**src/rtl/video_stream_sequencer_pkg.sv**
```systemverilog
// Shared timing constants, segment encoding and XY code helper
// for the BT.656-style video stream sequencer.
package video_timing_pkg;

    localparam int H_ACTIVE = 1440;
    localparam int H_BLANK  = 268;

    localparam logic [9:0] V_TOTAL   = 10'd525;
    localparam logic [9:0] VB1_END   = 10'd19;
    localparam logic [9:0] VB2_START = 10'd264;
    localparam logic [9:0] VB2_END   = 10'd282;
    localparam logic [9:0] F0_START  = 10'd4;
    localparam logic [9:0] F0_END    = 10'd265;

    localparam logic [7:0] TRS_FF   = 8'hFF;
    localparam logic [7:0] TRS_00   = 8'h00;
    localparam logic [7:0] BLK_CB   = 8'h80;
    localparam logic [7:0] BLK_Y    = 8'h10;
    localparam logic [7:0] CLAMP_LO = 8'h10;
    localparam logic [7:0] CLAMP_HI = 8'hF0;

    typedef enum logic [1:0] {
        ST_EAV,
        ST_HBLANK,
        ST_SAV,
        ST_ACTIVE
    } seg_e;

    function automatic logic [7:0] xy_code(input logic f,
                                           input logic v,
                                           input logic h);
        return {1'b1, f, v, h, v ^ h, f ^ h, f ^ v, f ^ v ^ h};
    endfunction

endpackage

```
**src/rtl/video_stream_sequencer_byte_clamp.sv**
```systemverilog
// Combinational clamp of an 8-bit sample into the legal
// video range so only timing codes carry 0x00/0xFF.
module byte_clamp
    import video_timing_pkg::*;
(
    input  logic [7:0] d_i,
    output logic [7:0] q_o
);

    always_comb begin
        q_o = d_i;
        if (d_i < CLAMP_LO) q_o = CLAMP_LO;
        else if (d_i > CLAMP_HI) q_o = CLAMP_HI;
    end

endmodule

```
**src/rtl/video_stream_sequencer.sv**
```systemverilog
// BT.656 4:2:2 byte stream generator: H/V timing, EAV/SAV,
// blanking levels and per-frame splash/game source selection.
module video_stream_sequencer
    import video_timing_pkg::*;
#(
    parameter int H_ACTIVE_P = H_ACTIVE,
    parameter int H_BLANK_P  = H_BLANK
) (
    input  logic       clk_i,
    input  logic       rst_ni,
    input  logic       sel_game_i,
    input  logic [7:0] splash_data_i,
    input  logic [7:0] game_data_i,
    output logic       request_o,
    output logic [7:0] dout_o,
    output logic [9:0] line_o,
    output logic       field_o,
    output logic       src_sel_o,
    output logic       frame_start_o
);

    localparam int H_TOTAL   = 8 + H_BLANK_P + H_ACTIVE_P;
    localparam int SAV_START = 4 + H_BLANK_P;
    localparam int ACT_START = SAV_START + 4;

    localparam logic [10:0] H_LAST    = 11'(H_TOTAL - 1);
    localparam logic [10:0] EAV_LAST  = 11'd3;
    localparam logic [10:0] HBL_LAST  = 11'(SAV_START - 1);
    localparam logic [10:0] SAV_LAST  = 11'(ACT_START - 1);
    localparam logic [10:0] REQ_FIRST = 11'(ACT_START - 1);
    localparam logic [10:0] REQ_LAST  = 11'(H_TOTAL - 2);

    logic [10:0] h_q, h_d;
    logic [9:0]  line_q, line_d;
    logic        field_q, field_d;
    logic        v_q, v_d;
    logic        src_q, src_d;
    logic        req_q, req_d;
    logic        fs_q, fs_d;
    logic [7:0]  dout_q, dout_d;
    seg_e        st_q, st_d;

    logic       h_wrap;
    logic       frame_end;
    logic [7:0] src_byte;
    logic [7:0] clamped;
    logic [7:0] blank;
    logic [7:0] code;

    assign h_wrap    = (h_q == H_LAST);
    assign frame_end = h_wrap && (line_q == V_TOTAL);
    assign src_byte  = src_q ? game_data_i : splash_data_i;

    byte_clamp u_clamp (
        .d_i (src_byte),
        .q_o (clamped)
    );

    always_comb begin
        h_d     = h_wrap ? 11'd0 : h_q + 11'd1;
        line_d  = line_q;
        if (h_wrap) begin
            line_d = (line_q == V_TOTAL) ? 10'd1 : line_q + 10'd1;
        end
        field_d = !((line_d >= F0_START) && (line_d <= F0_END));
        v_d     = (line_d <= VB1_END) ||
                  ((line_d >= VB2_START) && (line_d <= VB2_END));
        src_d   = frame_end ? sel_game_i : src_q;
        fs_d    = frame_end;
        // Request leads each active byte by one cycle; V is stable mid-line.
        req_d   = !v_q && (h_d >= REQ_FIRST) && (h_d <= REQ_LAST);
    end

    always_comb begin
        st_d = st_q;
        unique case (st_q)
            ST_EAV:    if (h_q == EAV_LAST) st_d = ST_HBLANK;
            ST_HBLANK: if (h_q == HBL_LAST) st_d = ST_SAV;
            ST_SAV:    if (h_q == SAV_LAST) st_d = ST_ACTIVE;
            ST_ACTIVE: if (h_wrap)          st_d = ST_EAV;
        endcase
    end

    always_comb begin
        blank = h_q[0] ? BLK_Y : BLK_CB;
        code  = TRS_00;
        unique case (1'b1)
            (h_q[1:0] == 2'd0): code = TRS_FF;
            (h_q[1:0] == 2'd3): code = xy_code(field_q, v_q, st_q == ST_EAV);
            default:            code = TRS_00;
        endcase
        dout_d = blank;
        unique case (st_q)
            ST_EAV:    dout_d = code;
            ST_HBLANK: dout_d = blank;
            ST_SAV:    dout_d = code;
            ST_ACTIVE: dout_d = v_q ? blank : clamped;
        endcase
    end

    always_ff @(posedge clk_i or negedge rst_ni) begin
        if (!rst_ni) begin
            h_q     <= 11'd0;
            line_q  <= 10'd1;
            field_q <= 1'b1;
            v_q     <= 1'b1;
            src_q   <= 1'b0;
            req_q   <= 1'b0;
            fs_q    <= 1'b0;
            dout_q  <= BLK_Y;
            st_q    <= ST_EAV;
        end else begin
            h_q     <= h_d;
            line_q  <= line_d;
            field_q <= field_d;
            v_q     <= v_d;
            src_q   <= src_d;
            req_q   <= req_d;
            fs_q    <= fs_d;
            dout_q  <= dout_d;
            st_q    <= st_d;
        end
    end

    assign request_o     = req_q;
    assign dout_o        = dout_q;
    assign line_o        = line_q;
    assign field_o       = field_q;
    assign src_sel_o     = src_q;
    assign frame_start_o = fs_q;

endmodule

```
**config.mk**
```make
export PLATFORM = sky130hd
export DESIGN_NAME = video_stream_sequencer
export DESIGN_NICKNAME = d
export VERILOG_FILES = /design/src/rtl/video_stream_sequencer_pkg.sv /design/src/rtl/video_stream_sequencer_byte_clamp.sv /design/src/rtl/video_stream_sequencer.sv
export SDC_FILE = /design/constraint.sdc
export NUM_CORES = 1
export LEC_CHECK = 0
export ABC_AREA = 1
export CAP_MARGIN = 20
export CORE_UTILIZATION = 45
export CTS_BUF_LIST = sky130_fd_sc_hd__clkbuf_8
export CTS_CLUSTER_DIAMETER = 120
export DETAILED_ROUTE_END_ITERATION = 8
export PLACE_DENSITY_LB_ADDON = 0.05
export SLEW_MARGIN = 20
export SYNTH_ARGS = -nofsm -noshare
export SYNTH_HDL_FRONTEND = slang
export SYNTH_SLANG_ARGS = --single-unit
```
**constraint.sdc**
```tcl
create_clock -name clk_i -period 2.88 [get_ports clk_i]
set_input_delay 0.576 -clock clk_i [delete_from_list [all_inputs] [get_ports clk_i]]
set_output_delay 0.576 -clock clk_i [all_outputs]
set_load 0.01 [all_outputs]
```
==> out/summary.txt <==
Seq cells post-synth: 36
Layout Cells excl Fill: 501
Final hold viol count: 0
Via/cell ratio: 5.020
Crit start category: register
First-pass GRT wire length: 11,440 um
DR pass1 iterations: 4
P_leak: 1.623 nW
Area after DPL: 3093 um2
Most frequent cell after synthesis: nand2_1
Clk sinks: 36
Hold WC Path Type: in -> async
FMAX: 436.1 MHz
GR peak layer: met2
CTS max path bufs: 2
Routability Congestion: 0.8437
Initial core utilization: 0.4714
Post-synthesis cell type count: 36
Initial DRC count: 140
Syn_area_per_cell: 6.843 um2
Max-slew violation count: 0
RSZ-0062 raised after global routing: false
Post-synth top flop: dfrtp_1
Number of flops mapped to enable cells by yosys: 0
Nets@finish: 458
Total CTS buffers: 5
Vias in the first global route: 2,351
Clock root buffer: clkbuf_8
Layout cells sized above 1: 0.08392
# hold bufs at CTS: 0
Critical Path Fanout Max: 10
Post-route minimum period: 2293 ps
Clk pin slew, worst setup/hold paths: 80 ps
# rows: 27
Ys async rst share: 1.000
GR Overflow Total: 0
Vias post-DR: 2,515
Maxcap violations: 0
Req. time, crit path: 3100 ps
Critical path type: reg -> reg
Die area: 6148 um2
CP endpoint kind: register
Max_slew headroom: 0.4447
Number of diodes: 0
Buffers on Ports: 40
Grt met3 use: 0.03256
Area delta synth->final: 21.95%
# setup viols final: 0
DP HPWL: 4907 um
Grt met2 use: 0.3763
Detail Route Antenna Nets: 0
Core ar.: 5574 um2
Top post-synthesis cells by area: dfrtp_1 30%, nand2_1 16%, inv_1 8.0%
DRC viols: 0
Top-level port count: 41
Top-area cell type share of the netlist area: 0.3048
Initial antenna violation count: 0
Final period utilization: 0.7963
Cell taking the most area after synthesis: dfrtp_1
Synthesized area: 2628 um2
Slew @ Worst Pin: 833.0 ps
CTS-repair resized insts: 0
Synthesized instance count: 384
Critical Path AT: 2510 ps
Final instance area: 3204 um2
Placed Cells: 493
GR Util met1: 0.3377
Largest net degree at the start of global routing: 37
Routed WL per cell: 12.96 um
Status: finished, final reports clean
H-tree depth: 2
Postcts setup bufs: 0
Post-Route WL: 6494 um
PD cells: 313.7 nW/um2
Skew-Pair Late Insertion Delay: 290 ps
Synthesis Warnings: 0
Most frequent cells after synthesis: 114 x nand2_1, 56 x inv_1, 44 x nor2_1, 32 x dfrtp_1, 25 x nand3_1
Net count after synthesis: 414
Die H: 78.41 um
Final WS setup: 586.8 ps
Max IR drop VDD: 0.0001855 V
Clock Skew: 2.817 ps
Total negative slack: 0 ps
CTS tree: yes
GRT Util Overall: 0.2376
Die W: 78.41 um
DP Worst Slack: 643.0 ps
Sequential element share of the synthesized area: 0.3448
cell families (layout without fill, tap and decap cells):
family / after synthesis / after routing / share of synthesized area
xor gates and xnor gates: 7 / 7 / 0.02333
buffers and inverters: 66 / 111 / 0.09809
adders and majority gates: 11 / 11 / 0.05238
and+or+nand+nor: 222 / 222 / 0.3862
DFF: 36 / 36 / 0.3448
muxes: 4 / 4 / 0.01524
AOI/OAI and AO/OA: 38 / 38 / 0.08000
path summary, 6_finish.rpt:
check | start | end | slack, ps | cells past startpoint
worst max-delay path | h_q[0] | v_q | 590 | 11
worst max register to register | h_q[0] | v_q | 590 | 11
max in group asynchronous | rst_ni | frame_start_o | 1980 | 1
worst min register to register | h_q[0] | dout_o[7] | 610 | 1
min in group clk_i | h_q[0] | dout_o[7] | 610 | 1
worst min-delay path | rst_ni | st_q[0] | 380 | 1
metrics by stage:
step,power [mW],hold WS (ps),utilization
after floorplan,0.5242,280.4,-
after global placement,0.5595,586.8,0.5549
after detailed placement,0.5602,602.9,0.5549
after CTS,1.015,416.2,0.5749
after global routing,1.044,443.2,0.5749
final,1.005,384.1,0.5749
cell usage in the layout (no fill, tap or decap), types with 7 or more instances in the layout:
cell type / n
nand3_1: 25
dfrtp_1: 32
nor3_1: 7
nand4_1: 12
inv_1: 56
nor2_1: 44
ha_1: 11
clkdlybuf4s50_1: 39
nand2_1: 114
a21oi_1: 7
o21ai_0: 19
registers in the layout, summed over array words and instances, names as in the netlist:
register	count
request_o	1
dout_o	8
frame_start_o	1
h_q	11
field_o	1
st_q	2
v_q	1
line_o	10
src_sel_o	1
critical path: stages, from the launching register on:
cell	delay, ps
dfrtp_1	440
ha_1	430
inv_2	120
nor3_4	300
nand3_4	210
clkinv_1	150
nand3_2	80
nand2_2	110
inv_1	80
nand3_1	70
nand3_1	100
a21oi_2	130
report_power, final:
group / internal [mW] / leakage [nW] / switching (mW) / total [mW]
sequential: 0.505 / 0.460 / 0 / 0.505
clock: 0.256 / 0.0541 / 0.199 / 0.456
combinational: 0.0246 / 1.11 / 0.0196 / 0.0442
layout make-up:
class | instances | area [um2]
clock buffers | 5 | 68.82
flip-flops and latches | 36 | 905.9
multi-input cells | 282 | 1464
repair buffers | 40 | 395.4
fillers | 540 | 2370
inverters | 63 | 237.7
clock inverters | 3 | 42.54
well taps | 72 | 90.09
layer usage:
| metal | vias to the layer above | share of wire |
|---|---|---|
| met4 | 0 | 0.011 |
| met3 | 8 | 0.052 |
| li1 | 1303 | - |
| met1 | 1140 | 0.50 |
| met5 | - | 0 |
| met2 | 64 | 0.44 |
(Power assumes the default switching activity.)
